<file path="config.mk">
export PLATFORM = sky130hd
export DESIGN_NAME = kamikaze_mem_arbiter
export DESIGN_NICKNAME = d
export VERILOG_FILES = /design/src/rtl/kamikaze_mem_arbiter.sv
export SDC_FILE = /design/constraint.sdc
export NUM_CORES = 1
export LEC_CHECK = 0
export ABC_CLOCK_PERIOD_IN_PS = 1800
export CORE_UTILIZATION = 33
export CTS_CLUSTER_SIZE = 10
export DETAILED_ROUTE_END_ITERATION = 8
export GPL_TIMING_DRIVEN = 0
export HOLD_SLACK_MARGIN = 0.02
export PLACE_DENSITY = 0.83
export SLEW_MARGIN = 20
export SYNTH_ARGS = -nofsm -noshare
export SYNTH_HDL_FRONTEND = slang
export SYNTH_SLANG_ARGS = --single-unit
export TNS_END_PERCENT = 1
</file>
<file path="constraint.sdc">
create_clock -name clk_i -period 1.8 [get_ports clk_i]
set_input_delay 0.18 -clock clk_i [delete_from_list [all_inputs] [get_ports clk_i]]
set_output_delay 0.18 -clock clk_i [all_outputs]
set_load 0.05 [all_outputs]
</file>
<file path="src/rtl/kamikaze_mem_arbiter.sv">
// Shares one 32-bit memory port between instruction fetch and load/store, with flush-drop and timeout.
// Optional round-robin arbitration when KMKZ_ARB_RR_EN is defined (default: fixed LS-over-IF priority).
module kamikaze_mem_arbiter #(
   parameter int unsigned TIMEOUT_CYCLES = 255,
   parameter int unsigned TO_W           = 16
) (
   input  logic        clk_i,
   input  logic        rst_i,
   input  logic        flush_i,
   input  logic        if_req_i,
   input  logic [31:0] if_addr_i,
   output logic [31:0] if_data_o,
   output logic        if_ready_o,
   output logic        if_err_o,
   input  logic        ls_req_i,
   input  logic [31:0] ls_addr_i,
   input  logic [31:0] ls_wdata_i,
   input  logic        ls_we_i,
   input  logic [3:0]  ls_be_i,
   output logic [31:0] ls_rdata_o,
   output logic        ls_ready_o,
   output logic        ls_err_o,
   output logic        mem_req_o,
   output logic [31:0] mem_addr_o,
   output logic [31:0] mem_wdata_o,
   output logic        mem_we_o,
   output logic [3:0]  mem_be_o,
   input  logic [31:0] mem_rdata_i,
   input  logic        mem_ack_i
);

   typedef enum logic [1:0] {IDLE, FETCH, LSU, DROP} state_t;

   localparam logic [TO_W-1:0] TO_LAST =
      (TIMEOUT_CYCLES == 0) ? '0 : TO_W'(TIMEOUT_CYCLES - 1);

   state_t          state;
   logic [TO_W-1:0] cnt;
   logic            if_eff;
   logic            grant_ls;
   logic            grant_if;
   logic            to_hit;
   logic            fetch_live;
   logic            ls_live;

   // A flush in IDLE cancels the fetch request for that cycle only.
   assign if_eff = if_req_i & ~flush_i;
   assign to_hit = (TIMEOUT_CYCLES != 0) && (cnt == TO_LAST) && !mem_ack_i;

`ifdef KMKZ_ARB_RR_EN
   logic last_ls;

   // Under contention the port granted last loses; a lone requester always wins.
   assign grant_ls = ls_req_i & (~if_eff | ~last_ls);

   always_ff @(posedge clk_i or negedge rst_i) begin
      if (!rst_i) begin
         last_ls <= 1'b0;
      end else if (state == IDLE && (grant_ls || if_eff)) begin
         last_ls <= grant_ls;
      end
   end
`else
   assign grant_ls = ls_req_i;
`endif

   assign grant_if = if_eff & ~grant_ls;

   always_ff @(posedge clk_i or negedge rst_i) begin
      if (!rst_i) begin
         state       <= IDLE;
         cnt         <= '0;
         mem_req_o   <= 1'b0;
         mem_addr_o  <= '0;
         mem_wdata_o <= '0;
         mem_we_o    <= 1'b0;
         mem_be_o    <= '0;
      end else begin
         case (state)
            IDLE: begin
               cnt <= '0;
               if (grant_ls) begin
                  state       <= LSU;
                  mem_req_o   <= 1'b1;
                  mem_addr_o  <= ls_addr_i;
                  mem_wdata_o <= ls_wdata_i;
                  mem_we_o    <= ls_we_i;
                  mem_be_o    <= ls_be_i;
               end else if (grant_if) begin
                  state       <= FETCH;
                  mem_req_o   <= 1'b1;
                  mem_addr_o  <= if_addr_i;
                  mem_wdata_o <= '0;
                  mem_we_o    <= 1'b0;
                  mem_be_o    <= 4'hF;
               end
            end
            FETCH, LSU, DROP: begin
               if (mem_ack_i || to_hit) begin
                  state     <= IDLE;
                  mem_req_o <= 1'b0;
                  cnt       <= '0;
               end else if (state == FETCH && flush_i) begin
                  // Memory cannot abort, so keep the request up and swallow the response.
                  state <= DROP;
                  cnt   <= '0;
               end else if (cnt != '1) begin
                  cnt <= cnt + 1'b1;
               end
            end
            default: state <= IDLE;
         endcase
      end
   end

   // Completion is reported combinationally in the ack (or timeout) cycle.
   assign fetch_live = (state == FETCH) && !flush_i;
   assign ls_live    = (state == LSU);

   assign if_ready_o = fetch_live && (mem_ack_i || to_hit);
   assign if_err_o   = fetch_live && to_hit;
   assign if_data_o  = (fetch_live && mem_ack_i) ? mem_rdata_i : '0;

   assign ls_ready_o = ls_live && (mem_ack_i || to_hit);
   assign ls_err_o   = ls_live && to_hit;
   assign ls_rdata_o = (ls_live && mem_ack_i) ? mem_rdata_i : '0;

endmodule

</file>
==> metrics.yaml <==
synth-edff-count: 0
grt_overflow: 0
worstPathRequired_ns: 1.62
hpwl_um: 11760
die_area_mm2: 0.01345
yosysUniqueCellTypes: 41
finalMaxSlewViolations: 0
arrival_ns: 1.79
yosysSeqAreaShare_pct: 51.39
pwr_density_cell_mw_per_mm2: 1181
synthFlopType: "dfrtp_1"
num-fill-cells: 1068
diodes: 0
htreeDepth: 3
drtIter0Drc: 155
vdd.ir_drop.worst_v: 0.001056
hold_class: "primary input to register"
synth_adder_area_share_pct: 0.5839
violations: "negative setup slack"
period_share_pct: 109.5
period_minus_slack_ns: 1.971
synth_top_family_by_area: "simple AND/OR/NAND/NOR gates"
p_sw_share_pct: 43.02
die_h_um: 116.0
drt-total-wl_um: 15170
synthMuxAreaShare_pct: 7.708
power_frac_clock_pct: 21.1
cts_buffer_depth: 2
tightest_slew_ns: 0.8141
seq_area_mm2: 0.002207
clock_sinks: 88
p_sw_w: 0.004083
clk_pin_slew_ns: 0.07
synth_top_area_share_pct: 51.39
fp-row-count: 41
async_reset_ff_share_pct: 100.0
seqPwrFrac_pct: 29.6
relSlewSlack_pct: 45.72
syn-cell-area_mm2: 0.004285
grt_setup_unrepaired: "true"
combPwrFrac_pct: 49.3
setup_viol: 47
yosys.area.top_type: "dfrtp_1"
grt_pass1_vias: 4342
syn_nets: 561
cts_buffers: 9
crit_path_max_fanout: 10
finalClockSkew_ns: 0.01002
finalCoreUtilization_pct: 63.70
hold_slack_ns: 0.3369
critPathLaunchType: "register"
cp_num_buf_inv: 2
grt_use_total_pct: 22.48
power.internal_w: 0.005407
cts_root_buf: "clkbuf_16"
cp-end-kind: "primary output"
drt-wirelength-per-cell_um: 16.99
vias: 4334
start_util_pct: 33.96
grt_pass1_wl_um: 22710
final-hold-violation-count: 0
path_class: "register to primary output"
r2r_setup_slack_ns: -0.14
grt_max_degree: 50
outcome: "complete, but fails checks"
synth_compound_gate_area_share_pct: 15.97
path_delay_family: "simple AND/OR/NAND/NOR gates"
drc_errors: 0
cts_tree: "done"
power_w: 0.009490
area_delta_synth_final_pct: 87.59
ant_nets: 0
ys_ff_latch: 88
die_w_um: 116.0
drv_cap: 0
critPathMaxStageDelay_ns: 0.47
timing.fmax_ghz: 0.5073
port_buffers: 275
gp_congestion: 0.8362
yosys.area_share.simple_pct: 21.02
multi_input_area_mm2: 0.002147
crit_path_top_delay_cell: "dfrtp_2"
leakage_nw: 3.498
finalNetCount: 857
post-place-cells: 868
ys_top_cells_by_count: "dfrtp_1 (88), and2_1 (65), nand2_1 (43), o21ai_0 (36)"
synth_most_common_cell: "dfrtp_1"
layout-drive-gt1-share_pct: 20.53
ios: 277
coreArea_mm2: 0.01262
synth_xor_area_share_pct: 0.2044
firstDrtPassIters: 4
syn_area_per_cell_um2: 10.20
yosysWarnings: 0
synth_cells: 420
synth.area.top_cells: "dfrtp_1 (51%), and2_1 (9.5%), mux2i_1 (7.7%), a22o_1 (6.7%), o21ai_0 (4.2%)"
clock_latency_ns: 0.34
routed_via_density: 4.853
setup_ws_ns: -0.1713
final_cells: 893
crit_chain: "nand2b_4 > nor2_4 > clkbuf_8 > and2_1 > buf_6"
antenna_found_initial: 0
power by group through the flow:
stage                     clock (W)  combinational [W]  sequential [W]
after floorplan                   0           0.000977         0.00457
after global placement            0            0.00450         0.00281
after detailed placement          0            0.00457         0.00282
after CTS                   0.00205            0.00462         0.00281
after global routing        0.00212            0.00487         0.00287
final                       0.00200            0.00468         0.00281
layer usage:
metal  global-route usage, %  up-vias  routed length, µm
met5                       0        -                  0
met4                   8.632        0                335
met3                   4.236       24                702
met2                   38.65      144               8036
met1                   27.95     2088               6100
li1                        -     2078                  -
path summary, 6_finish.rpt:
kind                                       startpoint                           to  cells after the start
min                                          ls_req_i    mem_addr_o[2]$_DFFE_PN0P_                      3
max                              state[1]$_DFFE_PN0P_                if_data_o[11]                      5
max in group asynchronous                       rst_i  mem_wdata_o[20]$_DFFE_PN0P_                      3
max reg2reg                       cnt[10]$_DFFE_PN0P_          cnt[15]$_DFFE_PN0P_                      4
min reg2reg                mem_addr_o[26]$_DFFE_PN0P_   mem_addr_o[26]$_DFFE_PN0P_                      2
min in group asynchronous                       rst_i   mem_addr_o[13]$_DFFE_PN0P_                      2
per-stage QoR:
| stage | setup slack (ns) | cell area, µm² | TNS [ns] |
|---|---|---|---|
| global placement | -2.436 | 7293 | -303.98 |
| detailed placement | -1.206 | 7318 | -99.33 |
| CTS | -0.2433 | 7781 | -7.627 |
| floorplan | 0.002437 | 4325 | 0 |
| finish | -0.1713 | 8039 | -4.419 |
| global route | -0.2924 | 8039 | -9.657 |
layout by cell type, fill, tap and decap left out, types with 3 or more instances in the layout:
master,count
a21oi_1,9
a22o_1,33
and2_1,58
and2_4,7
and3_1,3
and4_1,3
buf_1,3
buf_2,7
buf_4,9
buf_6,65
buf_8,4
clkbuf_1,8
clkbuf_16,9
clkbuf_2,4
clkbuf_8,4
clkdlybuf4s50_1,204
dfrtp_1,84
dfrtp_2,4
inv_1,5
mux2i_1,33
nand2_1,43
nand3_1,3
nand4_1,3
nor2_1,7
nor2_2,3
nor2_4,3
nor3_1,8
nor3_4,3
o21ai_0,36
o22a_1,5
o31ai_1,6
or3_1,6
registers in the layout, summed over array words and instances, names as in the netlist:
signal       cells
mem_addr_o      32
mem_req_o        1
mem_be_o         4
mem_wdata_o     32
mem_we_o         1
cnt             16
state            2
logic make-up after synthesis:
kind of cell	count (synthesis)
AO/OA/AOI/OAI	99
buffers and inverters	33
flip-flops	88
AND/OR/NAND/NOR	164
adder cells (fa/ha/maj)	2
XOR/XNOR	1
multiplexers	33
timing repair:
item	CTS	global route
endpoints found under the hold margin	39	0
setup endpoints to repair	127	135
pin swaps	8	4
resized for setup	487	60
buffers inserted	4	4
hold buffers	1	0
tightest hold or removal path, cell delays in order:
cell,delay [ns]
buf_2,0.20
mux2i_1,0.17
o21ai_0,0.09
layout make-up:
cell class / count / area share [%]
multi-input combinational: 299 / 26.71
inverter: 6 / 0.2802
sequential: 88 / 27.46
clock buffer: 10 / 2.848
tap: 172 / 2.677
buffer: 27 / 2.226
timing repair buffer: 285 / 36.68
clock inverter: 6 / 1.121
(Power assumes the default switching activity.)
